[config.mk]
export PLATFORM = sky130hd
export DESIGN_NAME = updown_sweep_ctrl
export DESIGN_NICKNAME = d
export VERILOG_FILES = /design/src/rtl/updown_sweep_ctrl.sv
export SDC_FILE = /design/constraint.sdc
export NUM_CORES = 1
export LEC_CHECK = 0
export ABC_AREA = 1
export CORE_MARGIN = 3
export CORE_UTILIZATION = 45
export CTS_BUF_LIST = sky130_fd_sc_hd__clkbuf_2
export DETAILED_ROUTE_END_ITERATION = 6
export PLACE_DENSITY = 0.72
export SLEW_MARGIN = 20
export SYNTH_ARGS = -nofsm -noshare
export SYNTH_HDL_FRONTEND = slang
export SYNTH_SLANG_ARGS = --single-unit
[constraint.sdc]
create_clock -name clk -period 2.46 [get_ports clk]
set_clock_uncertainty 0.2 [all_clocks]
set_input_delay 0.738 -clock clk [delete_from_list [all_inputs] [get_ports clk]]
set_output_delay 0.738 -clock clk [all_outputs]
set_load 0.05 [all_outputs]
[src/rtl/updown_sweep_ctrl.sv]
// Triangle-sweep sequencer for the up/down counter: drives load/enable/direction
// so the counter runs lo -> hi -> lo for a programmed number of sweeps.
module updown_sweep_ctrl #(
    parameter int unsigned WIDTH   = 4,
    parameter int unsigned SWEEP_W = 8
) (
    input  logic               clk,
    input  logic               reset,
    input  logic               start,
    input  logic               abort,
    input  logic [WIDTH-1:0]   lo,
    input  logic [WIDTH-1:0]   hi,
    input  logic [SWEEP_W-1:0] n_sweeps,
    input  logic [WIDTH-1:0]   count,
    output logic               cnt_en,
    output logic               cnt_up_down,
    output logic               cnt_load,
    output logic [WIDTH-1:0]   cnt_load_val,
    output logic               busy,
    output logic               done,
    output logic               err,
    output logic [SWEEP_W-1:0] sweeps_done
);

    localparam logic [2:0] StIdle = 3'd0;
    localparam logic [2:0] StLoad = 3'd1;
    localparam logic [2:0] StUp   = 3'd2;
    localparam logic [2:0] StDown = 3'd3;
    localparam logic [2:0] StDone = 3'd4;

    logic [2:0]         state_q, state_d;
    logic [WIDTH-1:0]   lo_q, lo_d;
    logic [WIDTH-1:0]   hi_q, hi_d;
    logic [SWEEP_W-1:0] n_q, n_d;
    logic [SWEEP_W-1:0] sweeps_q, sweeps_d;
    logic               err_q, err_d;

    logic [SWEEP_W:0]   sweeps_inc;
    logic               last_sweep;
    logic               at_peak;
    logic               at_floor;
    logic               run_active;

    assign sweeps_inc = {1'b0, sweeps_q} + {{SWEEP_W{1'b0}}, 1'b1};
    assign last_sweep = (sweeps_inc == {1'b0, n_q});

    // Magnitude compares keep the counter from wrapping even if count is disturbed.
    assign at_peak    = (count >= hi_q);
    assign at_floor   = (count <= lo_q);
    assign run_active = (state_q == StLoad) || (state_q == StUp) || (state_q == StDown);

    always_comb begin
        state_d  = state_q;
        lo_d     = lo_q;
        hi_d     = hi_q;
        n_d      = n_q;
        sweeps_d = sweeps_q;
        err_d    = 1'b0;

        case (state_q)
            StIdle: begin
                if (start) begin
                    if ((lo < hi) && (n_sweeps != '0)) begin
                        lo_d     = lo;
                        hi_d     = hi;
                        n_d      = n_sweeps;
                        sweeps_d = '0;
                        state_d  = StLoad;
                    end else begin
                        err_d = 1'b1;
                    end
                end
            end
            StLoad: begin
                state_d = abort ? StIdle : StUp;
            end
            StUp: begin
                if (abort) begin
                    state_d = StIdle;
                end else if (at_peak) begin
                    state_d = StDown;
                end
            end
            StDown: begin
                if (abort) begin
                    state_d = StIdle;
                end else if (at_floor) begin
                    if (!(&sweeps_q)) begin
                        sweeps_d = sweeps_inc[SWEEP_W-1:0];
                    end
                    state_d = last_sweep ? StDone : StUp;
                end
            end
            StDone: begin
                state_d = StIdle;
            end
            default: begin
                state_d = StIdle;
            end
        endcase
    end

    always_ff @(posedge clk or posedge reset) begin
        if (reset) begin
            state_q  <= StIdle;
            lo_q     <= '0;
            hi_q     <= '0;
            n_q      <= '0;
            sweeps_q <= '0;
            err_q    <= 1'b0;
        end else begin
            state_q  <= state_d;
            lo_q     <= lo_d;
            hi_q     <= hi_d;
            n_q      <= n_d;
            sweeps_q <= sweeps_d;
            err_q    <= err_d;
        end
    end

    // Strobes are gated by abort in the same cycle so the counter never moves on an abort.
    always_comb begin
        cnt_en      = 1'b0;
        cnt_load    = 1'b0;
        cnt_up_down = 1'b0;
        case (state_q)
            StLoad: begin
                cnt_load    = !abort;
                cnt_up_down = 1'b1;
            end
            StUp: begin
                cnt_en      = !abort && !at_peak;
                cnt_up_down = 1'b1;
            end
            StDown: begin
                cnt_en      = !abort && !at_floor;
            end
            default: begin
                cnt_en      = 1'b0;
            end
        endcase
    end

    assign cnt_load_val = lo_q;
    assign busy         = run_active;
    assign done         = (state_q == StDone);
    assign err          = err_q;
    assign sweeps_done  = sweeps_q;

endmodule

==> flow_summary.json, run 1 <==
{
  "status": "finished, violations left",
  "violations": "setup timing",
  "tritoncts": "built",
  "wl_met3_um": 230,
  "cp.required_ns": 1.52,
  "yosys.area.top_type_share_pct": 36.6,
  "fp.dieW_um": 71.2,
  "synth_area_leaders": "dfrtp_1 (37%), nand2_1 (12%), ha_1 (7.8%)",
  "numPortBuffers": 41,
  "comb_power_share_pct": 62.1,
  "synth.largest_area_cell": "dfrtp_1",
  "first_global_vias": 1796,
  "synthFlopType": "dfrtp_1",
  "cts_sinks": 28,
  "p_clk_share_pct": 10.8,
  "path_class": "in2out",
  "min-delay-start": "n_q[2]",
  "avgSynthCellArea_um2": 7.56,
  "initial_core_util_pct": 47.1,
  "hold_end": "n_q[2]",
  "p_int_mw": 1.43,
  "switching_share_pct": 47.3,
  "syn_nets": 289,
  "p_total_mw": 2.72,
  "floorplan.die.height_um": 71.2,
  "fin_ws_ns": -0.378,
  "ys_async_sr_fraction_pct": 100,
  "period_share_pct": 115,
  "via_count": 1818,
  "clock_path_buffers": 2,
  "antenna_found_initial": 0,
  "viasPerCell": 4.93,
  "core-area_um2": 4060,
  "pin_count": 42,
  "dp_hpwl_um": 3480,
  "routed.top_layer": "met4",
  "grt_max_degree": 29,
  "drc": 0,
  "grtUsageTotal_pct": 19.7,
  "ir_drop_uv": 702,
  "r2r_start": "sweeps_done[0]",
  "seq_area_frac_synth_pct": 36.6,
  "seqPwrFrac_pct": 27.0,
  "wl_per_cell_um": 13.2,
  "grt_setup_unrepaired": "yes",
  "overflow": 0,
  "drt_wl_total_um": 4850,
  "final_cell_mix": "nand2_1 (59), buf_4 (34), inv_1 (30)",
  "power_density_nw_per_um2": 987,
  "drive_above_1_share_pct": 32.3,
  "holdCritPathClass": "reg2reg",
  "postLayoutCoreUtil_pct": 67.8,
  "synth-edff-count": 0,
  "synthCells": 253,
  "cp_max_fo": 3,
  "path_clk_slew_ns": 0.30,
  "fin_nets": 356,
  "insertion_delay_ns": 0.40,
  "grt_first_pass_wirelength_um": 8100,
  "r2r-end": "state_q[1]",
  "fmax_mhz": 352,
  "netlist_area_um2": 1910,
  "htreeDepth": 1,
  "met1_length_um": 2050,
  "root_buffer": "clkbuf_2",
  "wl_met2_um": 2550,
  "fp-row-count": 23,
  "end_kind": "output port",
  "hold_path_depth": 2,
  "ys_types": 29,
  "area_growth_pct": 43.9,
  "slew-limit-headroom_pct": 66.5,
  "drv_slew": 0,
  "p_sw_mw": 1.29,
  "place.gp.congestion": 0.805,
  "ys_warn_count": 0,
  "drt_first_pass_iters": 4,
  "reg2reg_depth": 14,
  "p_leak_nw": 1.34,
  "n_antenna_cell": 0,
  "hold_viol_final": 0,
  "worstPathArrival_ns": 1.90,
  "ant_nets": 0,
  "period_minus_slack_ns": 2.84,
  "finalSetupViolCount": 1,
  "initialDrtViolationCount": 86,
  "cap_violations": 0,
  "cts-buffers-inserted": 3,
  "final_common_cell": "nand2_1",
  "r2r_setup_slack_ns": 0.37,
  "ys_ff_latch": 28,
  "tightest_slew_ns": 0.505,
  "start_kind": "input port",
  "die_area_um2": 5070
}
[state kept, by name (all words and copies together) (netlist names)]
register and cells:
err 1, hi_q 4, state_q 3, cnt_load_val 4
n_q 8, sweeps_done 8
[kinds of logic after synthesis]
group                    synth area share, %
adder cells (fa/ha/maj)                 7.85
XOR/XNOR                               0.916
AO/OA/AOI/OAI                           12.2
buffers and inverters                   9.35
flip-flops                              36.6
AND/OR/NAND/NOR                         33.1
[repair_timing]
item,4_1_cts,5_1_grt
endpoints found under the setup margin,7,4
gates resized for setup,42,6
setup buffers,5,4
hold buffers,0,0
pin swaps,14,4
[worst max path at each step]
stage / start / endpoint / cells after the start
4_1_cts: cnt_load_val[3] / cnt_en / 9
3_3_place_gp: count[1] / cnt_en / 10
5_1_grt: cnt_load_val[2] / cnt_en / 9
6_report: count[3] / cnt_en / 9
2_1_floorplan: count[1] / cnt_en / 8
3_5_place_dp: count[1] / cnt_en / 10
[critical path, stage by stage]
cell and delay, ns:
buf_4 0.13, ha_4 0.29, nand2_2 0.05, o21ai_2 0.16
nand3_2 0.10, o21ai_2 0.08, nand2_2 0.10, clkinvlp_4 0.11
buf_12 0.13
[layer usage]
layer,global-route usage (%),vias to the layer above
met5,0,-
met4,2.51,0
met3,3.84,2
met2,37.0,43
met1,23.7,825
li1,-,948
[final cells by class]
class | instances | area (µm²)
clock inverters | 1 | 30.0
inverters | 41 | 160
multi-input cells | 181 | 1180
well taps | 50 | 62.6
fillers | 342 | 1310
flip-flops and latches | 28 | 703
clock buffers | 3 | 15.0
repair buffers | 65 | 604
[cell usage after synthesis, types with 2 or more instances]
master	instances
inv_1	37
o21ai_1	7
nand4_1	3
nor2_4	4
nor2_1	20
o21bai_1	3
nand3_2	2
nor2_2	2
o21ai_2	10
dfrtp_1	28
ha_1	12
nor4_1	3
nand3_1	28
inv_2	4
nand2_1	61
nand2_2	2
a21oi_1	13
buf_2	2
nand2_4	2
[through the flow]
stage	TNS [ns]	cell area (µm²)	hold slack [ns]	instances	worst slack, ns
after floorplan	-0.250	1970	0.255	253	-0.181
after global placement	-8.19	2560	0.270	356	-0.845
after detailed placement	-8.74	2560	0.276	356	-0.855
after CTS	-0.336	2700	0.334	365	-0.336
after global routing	-0.621	2750	0.368	369	-0.497
final	-0.378	2750	0.329	369	-0.378
[power groups by stage]
| stage | Sequential (mW) | Combinational, mW | Clock (mW) |
|---|---|---|---|
| global route | 0.755 | 1.85 | 0.308 |
| floorplan | 0.852 | 0.921 | 0 |
| detailed placement | 0.726 | 1.48 | 0 |
| global placement | 0.722 | 1.45 | 0 |
| CTS | 0.729 | 1.59 | 0.293 |
| finish | 0.734 | 1.69 | 0.294 |
Note: power is estimated with default switching activity, not from simulation.
==> run 2, diff against run 1 <==
--- a/config.mk
+++ b/config.mk
@@ -7,10 +7,11 @@
 export LEC_CHECK = 0
 export ABC_AREA = 1
 export CORE_MARGIN = 3
-export CORE_UTILIZATION = 45
+export CORE_UTILIZATION = 52
 export CTS_BUF_LIST = sky130_fd_sc_hd__clkbuf_2
 export DETAILED_ROUTE_END_ITERATION = 6
-export PLACE_DENSITY = 0.72
+export PLACE_DENSITY = 0.82
+export REMOVE_ABC_BUFFERS = 1
 export SLEW_MARGIN = 20
 export SYNTH_ARGS = -nofsm -noshare
 export SYNTH_HDL_FRONTEND = slang
==> run 2 against run 1 <==
- the flow still finishes with violations (setup timing)
- flip-flop and latch count did not move
- sequential power barely moved
- die area fell by 12%
- highest routed layer unchanged
- utilization rose by 11 points
- critical endpoint unchanged
- critical path type is now reg2out
==> flow_summary.json, run 2 (synthesis gave the netlist of run 1 again) <==
{
  "grt_max_degree": 29,
  "r2r_start": "cnt_load_val[3]",
  "htreeDepth": 1,
  "grtUsageTotal_pct": 24.1,
  "initial_core_util_pct": 55.6,
  "place.gp.congestion": 0.845,
  "hold_end": "hi_q[2]",
  "r2r_setup_slack_ns": -0.30,
  "fillCellCount": 243,
  "drv_slew": 0,
  "viasPerCell": 5.32,
  "drt_wl_total_um": 5040,
  "postLayoutCoreUtil_pct": 79.1,
  "fmax_mhz": 355,
  "holdCritPathClass": "reg2reg",
  "p_total_mw": 2.64,
  "hold_ws_ns": 0.347,
  "initialDrtViolationCount": 161,
  "cp.required_ns": 1.52,
  "tritoncts": "built",
  "fin_cells": 368,
  "fin_ws_ns": -0.356,
  "n_antenna_cell": 0,
  "period_minus_slack_ns": 2.82,
  "reg2reg_depth": 18,
  "crit_top_cell": "inv_2",
  "insertion_delay_ns": 0.39,
  "numPortBuffers": 41,
  "antenna_found_initial": 0,
  "overflow": 0,
  "core-area_um2": 3440,
  "crit_family": "flip-flops",
  "grt_setup_unrepaired": "yes",
  "area_growth_pct": 42.4,
  "drive_above_1_share_pct": 31.7,
  "ant_nets": 0,
  "first_global_vias": 1834,
  "path_class": "reg2out",
  "pin_count": 42,
  "start_kind": "flop",
  "fin_nets": 359,
  "cts_sinks": 28,
  "clock_path_buffers": 2,
  "hold_path_depth": 2,
  "crit_chain": "inv_2 -> ha_4 -> nand2_2 -> o21ai_2 -> nand3_2 -> o21ai_1 -> nand2_1 -> inv_2 -> buf_12",
  "crit_buf_inv": 3,
  "floorplan.die.height_um": 66.7,
  "die_area_um2": 4440,
  "fp.dieW_um": 66.7,
  "drt_first_pass_iters": 4,
  "status": "finished, violations left",
  "cap_violations": 0,
  "drc": 0,
  "wl_per_cell_um": 13.7,
  "p_leak_nw": 1.34,
  "tightest_slew_ns": 0.510,
  "violations": "setup timing",
  "hold_viol_final": 0,
  "design_area_um2": 2720,
  "cts-buffers-inserted": 3,
  "end_kind": "output port",
  "crit_slowest_cell": "dfrtp_1",
  "power_density_nw_per_um2": 970,
  "ir_drop_uv": 695,
  "placed_cells": 352,
  "period_share_pct": 114,
  "cp_max_fo": 3,
  "r2r-end": "sweeps_done[3]",
  "finalSetupViolCount": 10,
  "slew-limit-headroom_pct": 66.1,
  "slowest_delay_ns": 0.43,
  "grt_first_pass_wirelength_um": 8140,
  "final_cell_mix": "nand2_1 (55), buf_4 (36), inv_1 (30)",
  "fp-row-count": 21,
  "dp_hpwl_um": 3380,
  "min-delay-start": "hi_q[2]",
  "place_ws_ns": -0.706,
  "cts_hold_buf": 0,
  "path_clk_slew_ns": 0.28,
  "worstPathArrival_ns": 1.88,
  "final_common_cell": "nand2_1",
  "root_buffer": "clkbuf_2",
  "tns_ns": -2.69,
  "placed_area_um2": 2500,
  "via_count": 1956
}
run 2: final cells by class:
class                      count  area (µm²)  area share [%]
tap                           46        57.6            2.11
timing repair buffer          67         621            22.8
sequential                    28         702            25.8
clock buffer                   3        15.0           0.551
clock inverter                 1        3.75           0.138
multi-input combinational    182        1170            43.0
inverter                      41         154            5.65
run 2: worst reg2reg max path, stage by stage (launching register included):
cell     delay [ns]
dfrtp_1        0.43
inv_2          0.07
ha_4           0.30
nand2_2        0.06
o21ai_2        0.16
nand3_2        0.10
buf_4          0.14
buf_4          0.12
buf_4          0.12
buf_4          0.12
buf_4          0.12
buf_4          0.12
buf_4          0.12
buf_4          0.13
o21ai_4        0.06
nor2_4         0.07
nand2_4        0.14
nand2_1        0.08
o21ai_2        0.05
run 2: worst max-delay path by stage:
stage | slack, ns | startpoint | depth (start not counted) | endpoint
after floorplan | -0.66 | abort | 1 | cnt_load
after global placement | -0.68 | count[3] | 8 | cnt_en
after global routing | -0.47 | cnt_load_val[3] | 9 | cnt_en
after detailed placement | -0.71 | count[3] | 8 | cnt_en
after CTS | -0.27 | count[1] | 10 | cnt_en
final | -0.36 | cnt_load_val[3] | 9 | cnt_en
run 2: repair_timing:
action / CTS / global route
cloned: 0 / 1
endpoints found under the hold margin: 0 / 0
setup buffers: 9 / 2
endpoints found under the setup margin: 7 / 14
resized for setup: 42 / 12
pin swaps: 14 / 7
run 2: power breakdown:
part / internal (mW) / switching [mW] / total, mW
Combinational: 0.669 / 1.06 / 1.73
Clock: 0.0353 / 0.146 / 0.181
Sequential: 0.610 / 0.122 / 0.731
Total: 1.31 / 1.33 / 2.64
run 2: routing by layer:
metal | global-route usage (%) | vias up | part of all wire [%]
met2 | 43.4 | 91 | 51
met3 | 3.37 | 22 | 6.4
met4 | 9.14 | 0 | 3.6
met1 | 28.6 | 887 | 39
met5 | 0 | - | 0
li1 | - | 956 | -
